--- src/rtl/midi_tx_pkg.sv ---
`default_nettype none
// ============================================================================
// midi_tx_pkg : shared MIDI status nibbles, bit rate and byte-serialiser states
// Rev 1.0
// ============================================================================
package midi_tx_pkg;

  localparam logic [3:0] MIDI_NOTE_ON  = 4'h9;
  localparam logic [3:0] MIDI_NOTE_OFF = 4'h8;
  localparam int         MIDI_BAUD     = 31250;

  typedef enum logic [1:0] {
    IDLE  = 2'd0,
    START = 2'd1,
    DATA  = 2'd2,
    STOP  = 2'd3
  } uart_state_t;

  function automatic logic [7:0] status_byte(input logic on, input logic [3:0] ch);
    return {(on ? MIDI_NOTE_ON : MIDI_NOTE_OFF), ch};
  endfunction

endpackage
`default_nettype wire

--- src/rtl/midi_tx_uart_tx_byte.sv ---
`default_nettype none
// ============================================================================
// uart_tx_byte : 8N1 byte serialiser; a start seen during the last stop-bit
// clock chains the next frame with no idle gap. Rev 1.0
// ============================================================================
module uart_tx_byte
  import midi_tx_pkg::*;
#(
  parameter int DIV = 3200
) (
  input  logic       clk,
  input  logic       rst_n,
  input  logic       start,
  input  logic [7:0] data,
  output logic       done,
  output logic       tx
);

  localparam int            CW   = (DIV > 1) ? $clog2(DIV) : 1;
  localparam logic [CW-1:0] LAST = CW'(DIV - 1);

  uart_state_t   state;
  logic [CW-1:0] baud_cnt;
  logic [2:0]    bit_cnt;
  logic [9:0]    shreg;
  logic          bit_end;

  assign bit_end = (state != IDLE) && (baud_cnt == LAST);
  assign done    = bit_end && (state == STOP);
  // Line is the LSB of the frame register; idle/reset value is all ones.
  assign tx      = shreg[0];

  always_ff @(posedge clk or negedge rst_n) begin
    if (!rst_n) begin
      state    <= IDLE;
      baud_cnt <= '0;
      bit_cnt  <= '0;
      shreg    <= '1;
    end else begin
      baud_cnt <= (state == IDLE || bit_end) ? '0 : baud_cnt + 1'b1;
      case (state)
        IDLE: if (start) begin
          shreg <= {1'b1, data, 1'b0};
          state <= START;
        end
        START: if (bit_end) begin
          shreg   <= {1'b1, shreg[9:1]};
          bit_cnt <= '0;
          state   <= DATA;
        end
        DATA: if (bit_end) begin
          shreg   <= {1'b1, shreg[9:1]};
          bit_cnt <= bit_cnt + 1'b1;
          if (bit_cnt == 3'd7) state <= STOP;
        end
        STOP: if (bit_end) begin
          if (start) begin
            shreg <= {1'b1, data, 1'b0};
            state <= START;
          end else begin
            shreg <= '1;
            state <= IDLE;
          end
        end
        default: state <= IDLE;
      endcase
    end
  end

endmodule
`default_nettype wire

--- src/rtl/midi_tx.sv ---
`default_nettype none
// ============================================================================
// midi_tx : note-on/off request -> 3-byte MIDI message on a 31250 baud line.
// Optional MIDI_TX_RUNNING_STATUS_EN omits a repeated status byte. Rev 1.0
// ============================================================================
module midi_tx
  import midi_tx_pkg::*;
#(
  parameter int CLK_FREQ = 100000000,
  parameter int BAUD     = MIDI_BAUD,
  parameter int CHANNEL  = 0
) (
  input  logic       clk,
  input  logic       rst_n,
  input  logic       req_valid,
  output logic       req_ready,
  input  logic       req_on,
  input  logic [7:0] req_key,
  input  logic [6:0] req_vel,
  output logic       tx,
  output logic       busy
);

  localparam int         DIV = CLK_FREQ / BAUD;
  localparam logic [3:0] CH  = 4'(CHANNEL);

  logic [6:0] key_q;
  logic [6:0] vel_q;
  logic [1:0] byte_idx;
  logic       accept;
  logic       byte_start;
  logic       byte_done;
  logic       skip_status;
  logic [7:0] new_status;
  logic [7:0] byte_data;
  logic       unused_key_msb;

  assign unused_key_msb = req_key[7];
  assign new_status     = status_byte(req_on, CH);

`ifdef MIDI_TX_RUNNING_STATUS_EN
  logic [7:0] last_status;
  assign skip_status = (new_status == last_status);
`else
  assign skip_status = 1'b0;
`endif

  assign req_ready  = ~busy;
  assign accept     = req_valid && !busy;
  assign byte_start = accept || (busy && byte_done && (byte_idx != 2'd2));

  // First byte comes straight from the request; later bytes from the latches.
  always_comb begin
    byte_data = {1'b0, vel_q};
    if (accept)
      byte_data = skip_status ? {1'b0, req_key[6:0]} : new_status;
    else if (byte_idx == 2'd0)
      byte_data = {1'b0, key_q};
  end

  always_ff @(posedge clk or negedge rst_n) begin
    if (!rst_n) begin
      busy     <= 1'b0;
      byte_idx <= 2'd0;
      key_q    <= '0;
      vel_q    <= '0;
`ifdef MIDI_TX_RUNNING_STATUS_EN
      last_status <= 8'h00;
`endif
    end else if (accept) begin
      busy     <= 1'b1;
      byte_idx <= skip_status ? 2'd1 : 2'd0;
      key_q    <= req_key[6:0];
      vel_q    <= req_vel;
`ifdef MIDI_TX_RUNNING_STATUS_EN
      if (!skip_status) last_status <= new_status;
`endif
    end else if (busy && byte_done) begin
      if (byte_idx == 2'd2) busy <= 1'b0;
      else                  byte_idx <= byte_idx + 2'd1;
    end
  end

  uart_tx_byte #(.DIV(DIV)) u_uart (
    .clk   (clk),
    .rst_n (rst_n),
    .start (byte_start),
    .data  (byte_data),
    .done  (byte_done),
    .tx    (tx)
  );

endmodule
`default_nettype wire

--- config.mk ---
export PLATFORM = sky130hd
export DESIGN_NAME = midi_tx
export DESIGN_NICKNAME = d
export VERILOG_FILES = /design/src/rtl/midi_tx_pkg.sv /design/src/rtl/midi_tx_uart_tx_byte.sv /design/src/rtl/midi_tx.sv
export SDC_FILE = /design/constraint.sdc
export NUM_CORES = 1
export LEC_CHECK = 0
export ABC_AREA = 1
export BUFFER_PORTS_ARGS = -buffer_cell sky130_fd_sc_hd__buf_2
export CAP_MARGIN = 10
export CELL_PAD_IN_SITES_DETAIL_PLACEMENT = 0
export CELL_PAD_IN_SITES_GLOBAL_PLACEMENT = 2
export CORE_MARGIN = 4
export CORE_UTILIZATION = 32
export DETAILED_ROUTE_END_ITERATION = 16
export GPL_TIMING_DRIVEN = 0
export HOLD_SLACK_MARGIN = 0.03
export PLACE_DENSITY = 0.73
export SETUP_SLACK_MARGIN = 0.5
export SLEW_MARGIN = 40
export SYNTH_ARGS = -nofsm -noshare
export SYNTH_HDL_FRONTEND = slang
export SYNTH_HIERARCHICAL = 1
export SYNTH_SLANG_ARGS = --single-unit
--- constraint.sdc ---
create_clock -name clk -period 1.9 [get_ports clk]
set_input_delay 0 -clock clk [delete_from_list [all_inputs] [get_ports clk]]
set_output_delay 0 -clock clk [all_outputs]
set_load 0.02 [all_outputs]
==> reports/results.md, run 1 <==
| Group | Parameter | Reported |
| --- | --- | --- |
| status | Result of the run | finished with violations |
| status | Violated checks | setup timing |
| detailed routing | Detail-routed net length per standard cell | 11.82 um |
| hold path | Hold Crit Start | req_valid |
| place | Final RePlAce weighted congestion | 0.7449 |
| clock network | Clock tree buffer depth | 2 |
| timing | Hold WS | 57.85 ps |
| place | Setup slack after placement | -257.1 ps |
| synthesis | Compound-cell area share of the yosys netlist | 0.08421 |
| floorplanning | Initial Util | 0.3298 |
| synthesis | Mean instance size in the synthesized netlist | 8.109 um^2 |
| clock network | Clock Sinks | 43 |
| pwr | Power per cell area | 472.4 mW/mm^2 |
| finish | Number of nets at the end of the flow | 392 |
| detailed routing | Antenna Nets Post-Route | 0 |
| floorplanning | Boundary pin count | 22 |
| timing | Final Max Tran Viols | 0 |
| floorplanning | Die X-Extent | 94.47 um |
| detailed routing | Drt first-iter violations | 64 |
| setup path | Crit Path Max Fanout | 8 |
| timing | Min setup slack post-route | -34.67 ps |
| timing | Slew Limit Headroom | 0.6263 |
| clock network | Number of buffers added by the clock tree synthesis step | 5 |
| setup path | Worst-case register-to-register setup slack | -30 ps |
| timing | Final min period | 1935 ps |
| synthesis | Post-synthesis sequential area ratio | 0.4545 |
| synthesis | Gate count of the mapped netlist | 295 |
| detailed routing | Vias per std cell | 4.441 |
| synthesis | Fraction of registers with async set or reset after synthesis | 1.000 |
| detailed routing | Initial DRT Pass Iterations | 4 |
| synthesis | Area share of fa/ha/maj cells after synthesis | 0.05230 |
| global route | Number of global-route vias before repair | 1902 |
| finish | Post-route standard cell area excluding fillers | 0.003288 mm^2 |
| place | Area post-placement | 0.002679 mm^2 |
| synthesis | EDFF count, synth | 0 |
| job | Max-cap violations | 0 |
| synthesis | Most common flop cell mapped by yosys | sky130_fd_sc_hd__dfrtp_1 |
| timing | Transition time of the tightest slew-check pin | 560.6 ps |
| finish | Number of diodes | 0 |
| timing | Fin. Hold Viols | 0 |
| floorplanning | Placeable core region | 0.007253 mm^2 |
| synthesis | Distinct cells, synth | 31 |
| finish | Ratio of cells with drive above 1 in the final layout | 0.3462 |
| global route | Global-route wire length before repair | 9.135 mm |
| detailed routing | Total wire length | 5.472 mm |
| global route | Largest net degree at the start of global routing | 44 |
| floorplanning | Number of rows created at floorplan | 31 |
| pwr | Total leakage power | 1.595 nW |
| pwr | Overall Power | 1.553 mW |
| setup path | Required time of the worst setup path | 2140 ps |
| detailed routing | Number of DRC violations after detailed routing | 0 |
| clock network | Root Buffer Master | sky130_fd_sc_hd__clkbuf_8 |
| timing | Final-report setup violation count | 9 |
| synthesis | XOR/XNOR share of the synthesized area | 0.01098 |
| synthesis | Simple-gate portion of the synthesized area | 0.3206 |
| setup path | Cell type of the slowest stage on the worst timing path | sky130_fd_sc_hd__dfrtp_2 |
| global route | Number of antenna violations at the first check in global routing | 0 |
| pwr | Worst vdd ir | 0.0002887 V |
| finish | Filler Cell Count | 750 |
| setup path | Worst setup startpoint | u_uart/state[0] |
| clock network | CTS HTree Levels | 2 |
| setup path | Critical path's largest stage delay | 460 ps |
| synthesis | Net count after synthesis | 324 |
| setup path | Cell repeated most along the worst path | sky130_fd_sc_hd__inv_4 |
| setup path | Critical path start-end classification | register to register |
| global route | Total grt overflow | 0 |
| floorplanning | Die Footprint | 0.008924 mm^2 |
| detailed routing | Routed vias | 2056 |
| clock network | Clock transition at the register clock pins on the worst setup and hold paths after CTS | 90 ps |
| synthesis | Largest family of logic cells by synthesized area | simple AND/OR/NAND/NOR gates |
| timing | RSZ-0062 raised after global routing | yes |
| timing | Highest achievable clock rate | 0.5169 GHz |
| finish | Area growth, synth to finish | 37.45% |
| place | Half-perimeter wire length after placement | 3.608 mm |
| global route | Overall fraction of global-route tracks in use | 0.1298 |
| floorplanning | Vertical die dimension | 94.47 um |
| synthesis | Synth Cell Area | 0.002392 mm^2 |
| setup path | Endpoint class of the critical path | register |
| setup path | Worst Path Arrival | 2170 ps |
| hold path | Worst hold path type | input port to register |
| setup path | Critical-path cell list | inv_4 -> ha_4 -> inv_4 -> nand4_4 -> buf_12 -> nor2_4 -> nand3_2 -> nand2_2 -> inv_4 -> nand2_8 -> a21oi_4 -> o21ai_1 -> nand2_1 -> nand2_2 -> o21ai_2 |
| synthesis | Count of synthesis-stage warnings from yosys | 6 |
| clock network | Clk_lat worst skew | 300 ps |
| clock network | CTS tree | done |
| timing | Final-layout setup total negative slack | -218.9 ps |
| place | # port buffers | 20 |
| synthesis | Multiplexer share of the synthesized area | 0 |
| setup path | Launching point of the worst reg2reg path | u_uart/state[0] |
| timing | Share of the clock period used by the worst path | 1.018 |
| timing | Clock Skew | 7.865 ps |
| synthesis | Post-synthesis sequential element count | 43 |
| setup path | Startpoint type of the worst setup path | register |
==> final timing paths <==
| kind | to | cells after the start |
|---|---|---|
| max | u_uart/shreg[1] | 15 |
| min | vel_q[0] | 4 |
| max reg2reg | u_uart/shreg[1] | 15 |
| min reg2reg | u_uart/bit_cnt[1] | 2 |
| max in group asynchronous | u_uart/state[0] | 2 |
| min in group asynchronous | u_uart/baud_cnt[3] | 2 |
==> area by class of cell <==
| type | instances | area [um^2] | area share |
|---|---|---|---|
| buffer | 8 | 86.33 | 0.02626 |
| clock buffer | 6 | 72.57 | 0.02207 |
| tap | 99 | 123.9 | 0.03767 |
| timing repair buffer | 59 | 461.7 | 0.1404 |
| multi-input combinational | 217 | 1314 | 0.3995 |
| clock inverter | 2 | 12.51 | 0.003805 |
| sequential | 43 | 1089 | 0.3310 |
| inverter | 29 | 128.9 | 0.03919 |
==> flip-flops by register name, summed over array words and instances, names as in the netlist <==
name	flops
u_uart/baud_cnt	12
u_uart/state	2
key_q	7
busy	1
u_uart/shreg	9
vel_q	7
byte_idx	2
u_uart/bit_cnt	3
==> Yosys cell counts, types with 2 or more instances <==
cell type,number,area [um^2]
sky130_fd_sc_hd__o211ai_1,2,15.01
sky130_fd_sc_hd__buf_2,2,10.01
sky130_fd_sc_hd__dfrtp_1,34,850.8
sky130_fd_sc_hd__a21oi_2,7,61.31
sky130_fd_sc_hd__nor2_1,15,56.30
sky130_fd_sc_hd__nand3_1,19,95.09
sky130_fd_sc_hd__ha_1,10,125.1
sky130_fd_sc_hd__nand2_1,115,431.7
sky130_fd_sc_hd__buf_4,2,15.01
sky130_fd_sc_hd__nand3_2,2,20.02
sky130_fd_sc_hd__nor3_1,5,25.02
sky130_fd_sc_hd__nand2_2,2,12.51
sky130_fd_sc_hd__inv_1,27,101.4
sky130_fd_sc_hd__nor2_2,3,18.77
sky130_fd_sc_hd__a21oi_1,4,20.02
sky130_fd_sc_hd__o21ai_0,18,90.09
sky130_fd_sc_hd__nor3b_2,2,25.02
sky130_fd_sc_hd__o21ai_1,3,15.01
sky130_fd_sc_hd__buf_6,2,22.52
sky130_fd_sc_hd__xor2_1,2,17.52
sky130_fd_sc_hd__dfstp_2,9,236.5
==> kinds of logic after synthesis <==
kind of cell	Yosys count
buf+inv	37
fa+ha+maj	10
simple gates	168
xor+xnor	3
flops	43
compound gates	34
==> power breakdown <==
part           total (mW)  leakage, nW  internal (mW)  switching, mW
Clock               0.579       0.0412          0.257          0.322
Sequential          0.915        0.541          0.915              0
Combinational      0.0589         1.01         0.0326         0.0262
==> stage by stage <==
| step | cells | utilization |
|---|---|---|
| floorplan | 295 | - |
| global placement | 414 | 0.3690 |
| detailed placement | 414 | 0.3693 |
| CTS | 450 | 0.4232 |
| global route | 463 | 0.4533 |
| finish | 463 | 0.4533 |
==> placed cells by master, fill, tap and decap left out, drive strengths merged <==
master / netlist / layout
dlygate4sd3: 0 / 15
nor2: 20 / 20
ha: 10 / 10
clkinvlp: 0 / 1
a21oi: 11 / 11
nand2: 118 / 119
xor2: 2 / 2
nor3b: 2 / 2
o21ai: 21 / 21
o211ai: 2 / 2
nand4: 1 / 1
nand3: 21 / 22
dfrtp: 34 / 34
clkbuf: 1 / 8
xnor2: 1 / 1
inv: 29 / 29
dfstp: 9 / 9
clkinv: 0 / 1
nor3: 6 / 6
buf: 7 / 50
==> routing by layer <==
metal / vias up / track usage / routed length [um]
li1: 1070 / - / -
met5: - / 0 / 0
met3: 5 / 0.02629 / 155
met1: 957 / 0.1705 / 2619
met4: 0 / 0.03966 / 72
met2: 24 / 0.2151 / 2625
==> what timing repair did <==
item                                    CTS  global route
pin swaps                                 9            17
endpoints found under the setup margin   21            27
setup buffers                            11            12
hold buffers                             15             0
gates resized for setup                  14            28
gates cloned                              2             1
endpoints found under the hold margin    48             0
==> critical path: cells and delay by family (launching register included) <==
family                     cells  cell delay [ps]
adders and majority gates      1              170
DFF                            1              460
AOI/OAI and AO/OA              3              450
buffers and inverters          4              340
and+or+nand+nor                7              460
No activity file was read; power rests on OpenSTA's default activity.
==> run 2, diff against run 1 <==
--- a/config.mk
+++ b/config.mk
@@ -16,6 +16,7 @@
 export GPL_TIMING_DRIVEN = 0
 export HOLD_SLACK_MARGIN = 0.03
 export PLACE_DENSITY = 0.73
+export REMOVE_ABC_BUFFERS = 1
 export SETUP_SLACK_MARGIN = 0.5
 export SLEW_MARGIN = 40
 export SYNTH_ARGS = -nofsm -noshare
==> run 2 against run 1 <==
  * The flow now finishes without violations
  * Final cell count down 3.2%
  * First-iteration DRC count fell by 38%
  * Sequential cell count did not move
  * Critical path depth down 1
  * Register-to-register slack improved by 60 ps
  * Highest routed layer unchanged
==> reports/results.md, run 2 (same netlist as run 1, synthesis figures left out) <==
| Group | Parameter | Reported | Change |
| --- | --- | --- | --- |
| status | Result of the run | finished clean |  |
| timing | Final Max Tran Viols | 0 | unchanged |
| setup path | Crit Path Max Fanout | 8 | unchanged |
| pwr | Worst vdd ir | 0.0003170 V | +9.8% |
| setup path | Critical path start-end classification | register to register |  |
| pwr | Share of power burned in registers | 0.535 | -0.054 |
| place | Final RePlAce weighted congestion | 0.7093 | -4.8% |
| clock network | CTS tree | done |  |
| floorplanning | Number of rows created at floorplan | 31 | unchanged |
| finish | Leading cell types in the layout, fill and taps excluded | sky130_fd_sc_hd__nand2_1, sky130_fd_sc_hd__dfrtp_1, sky130_fd_sc_hd__inv_1, sky130_fd_sc_hd__buf_2 |  |
| finish | Reg with most FFs | u_uart/baud_cnt |  |
| timing | Final min period | 1873 ps | -62.07 ps |
| detailed routing | Antenna Nets Post-Route | 0 | unchanged |
| detailed routing | Detail-routed net length per standard cell | 12.11 um | +2.5% |
| clock network | Clock Sinks | 43 | unchanged |
| global route | Number of global-route vias before repair | 1986 | +4.4% |
| detailed routing | Vias per std cell | 4.451 | +0.23% |
| global route | Global-route wire length before repair | 9.494 mm | +3.9% |
| floorplanning | Placeable core region | 0.007253 mm^2 | unchanged |
| clock network | Root Buffer Master | sky130_fd_sc_hd__clkbuf_8 |  |
| finish | Register area | 0.001090 mm^2 | +0.12% |
| setup path | Worst-case register-to-register setup slack | 30 ps | +60 ps |
| pwr | Net switching power of the design | 0.3713 mW | +6.6% |
| floorplanning | Vertical die dimension | 94.47 um | unchanged |
| finish | Post-layout util | 0.4319 | -0.02139 |
| clock network | Number of buffers added by the clock tree synthesis step | 5 | unchanged |
| clock network | Clock transition at the register clock pins on the worst setup and hold paths after CTS | 100 ps | about the same |
| clock network | Clk_lat worst skew | 310 ps | about the same |
| setup path | Critical path's largest stage delay | 460 ps | about the same |
| place | Area post-placement | 0.002547 mm^2 | -4.9% |
| detailed routing | Routed vias | 1994 | -3.0% |
| detailed routing | Total wire length | 5.425 mm | -0.86% |
| hold path | Worst hold path type | input port to register |  |
| finish | Largest register FFs | 12 | unchanged |
| finish | Filler Cell Count | 769 | +2.5% |
| setup path | Critical-path cell list | inv_2 -> ha_4 -> inv_4 -> nand4_4 -> nor2_4 -> nand3_2 -> nand2_2 -> inv_4 -> nand2_4 -> a21oi_4 -> inv_2 -> a21oi_2 -> nand2_1 -> nand2_1 |  |
| pwr | Clk network pwr share | 0.430 | +0.057 |
| detailed routing | Number of DRC violations after detailed routing | 0 | unchanged |
| place | Half-perimeter wire length after placement | 3.356 mm | -7.0% |
| timing | Share of the clock period used by the worst path | 0.9856 | -0.03267 |
| timing | Transition time of the tightest slew-check pin | 572.2 ps | +11.67 ps |
| floorplanning | Die X-Extent | 94.47 um | unchanged |
| detailed routing | Initial DRT Pass Iterations | 4 | unchanged |
| setup path | Worst Path Arrival | 2110 ps | -60 ps |
| setup path | Required time of the worst setup path | 2140 ps | about the same |
| hold path | Hold Path Depth | 4 | unchanged |
| finish | Leading cell type in the layout, fill and taps excluded | sky130_fd_sc_hd__nand2_1 |  |
| finish | Area of the multi-input gates | 0.001289 mm^2 | -1.9% |
| timing | RSZ-0062 raised after global routing | yes |  |
| global route | Number of antenna violations at the first check in global routing | 0 | unchanged |
| pwr | Switching part of the total power | 0.2170 | -0.007160 |
| timing | Fin. Hold Viols | 0 | unchanged |
| timing | Slew Limit Headroom | 0.6185 | -0.007781 |
| global route | Total grt overflow | 0 | unchanged |
| floorplanning | Boundary pin count | 22 | unchanged |
| job | Max-cap violations | 0 | unchanged |
| global route | Largest net degree at the start of global routing | 44 | unchanged |
| finish | Number of nets at the end of the flow | 377 | -3.8% |
| pwr | Combinational power share | 0.035 | -0.003 |
| global route | Overall fraction of global-route tracks in use | 0.1346 | +0.004804 |
| timing | Final-report setup violation count | 0 | -9 |
| setup path | Cell count of the worst reg-to-reg path | 14 | -1 |
| finish | Biggest registers after layout | u_uart/baud_cnt: 12 flops, u_uart/shreg: 9 flops |  |
| setup path | Startpoint type of the worst setup path | register |  |
| pwr | Total leakage power | 1.496 nW | -6.3% |
| timing | Clock Skew | 17.48 ps | +9.619 ps |
| pwr | Power per cell area | 546.2 mW/mm^2 | +16% |
| clock network | CTS HTree Levels | 2 | unchanged |
| floorplanning | Initial Util | 0.3298 | unchanged |
| finish | Post-route standard cell area excluding fillers | 0.003133 mm^2 | -4.7% |
| pwr | Int Power | 1.340 mW | +11% |
| finish | Number of diodes | 0 | unchanged |
| detailed routing | Drt first-iter violations | 40 | -38% |
| setup path | Cell type of the slowest stage on the worst timing path | sky130_fd_sc_hd__dfrtp_2 |  |
| finish | Area growth, synth to finish | 30.96% |  |
| setup path | Endpoint class of the critical path | register |  |
| timing | Highest achievable clock rate | 0.5340 GHz | +3.3% |
| place | # port buffers | 20 | unchanged |
| clock network | Clock tree buffer depth | 2 | unchanged |
| finish | Ratio of cells with drive above 1 in the final layout | 0.3266 | -0.01951 |
| timing | Final-layout setup total negative slack | 0 ps | +218.9 ps |
| floorplanning | Die Footprint | 0.008924 mm^2 | unchanged |
run 2: worst max-delay path: cells and delay by family (launching register included):
| kind | cells | cell delay (ps) |
|---|---|---|
| flops | 1 | 460 |
| buf+inv | 4 | 290 |
| compound gates | 2 | 420 |
| fa+ha+maj | 1 | 150 |
| simple gates | 7 | 490 |
run 2: worst paths after layout:
path / startpoint / endpoint
worst max-delay path: u_uart/state[0] / u_uart/shreg[0]
worst min-delay path: req_valid / key_q[0]
worst max register to register: u_uart/state[0] / u_uart/shreg[0]
worst min register to register: u_uart/bit_cnt[1] / u_uart/bit_cnt[1]
max in group asynchronous: rst_n / u_uart/state[0]
min in group asynchronous: rst_n / key_q[6]
run 2: layer usage:
layer	vias to the layer above	part of all wire	track usage
li1	1036	-	-
met1	928	0.47	0.1800
met2	25	0.49	0.2151
met3	5	0.027	0.02869
met4	0	0.013	0.04688
met5	-	0	0
run 2: final cells by class:
type	count	share of cell area
sequential	43	0.3478
multi-input combinational	217	0.4113
inverter	29	0.03994
tap	99	0.03954
clock buffer	5	0.02196
timing repair buffer	52	0.1254
clock inverter	3	0.01398
run 2: timing repair:
| item | 4_1_cts | 5_1_grt |
|---|---|---|
| setup buffers | 13 | 4 |
| endpoints found under the hold margin | 48 | 0 |
| endpoints found under the setup margin | 28 | 28 |
| hold buffers | 15 | 0 |
| pin swaps | 13 | 12 |
| cloned | 1 | 1 |
| gates resized for setup | 39 | 20 |
run 2: power by group through the flow:
stage                     combinational, mW  sequential (mW)  clock, mW
after floorplan                  0.00000211            0.933          0
after global placement               0.0378            0.933          0
after detailed placement             0.0383            0.933          0
after CTS                            0.0615            0.916      0.771
after global routing                 0.0679            0.916      0.815
final                                0.0595            0.915      0.736
run 2: stage by stage:
stage	total power [mW]	setup slack, ps	hold slack [ps]	std cells
floorplan	0.9330	-178.6	-295.6	287
global placement	0.9705	-801.8	193.9	406
detailed placement	0.9710	-757.8	46.15	406
CTS	1.748	36.43	95.11	443
global route	1.798	-86.89	107.7	448
finish	1.711	27.40	97.42	448
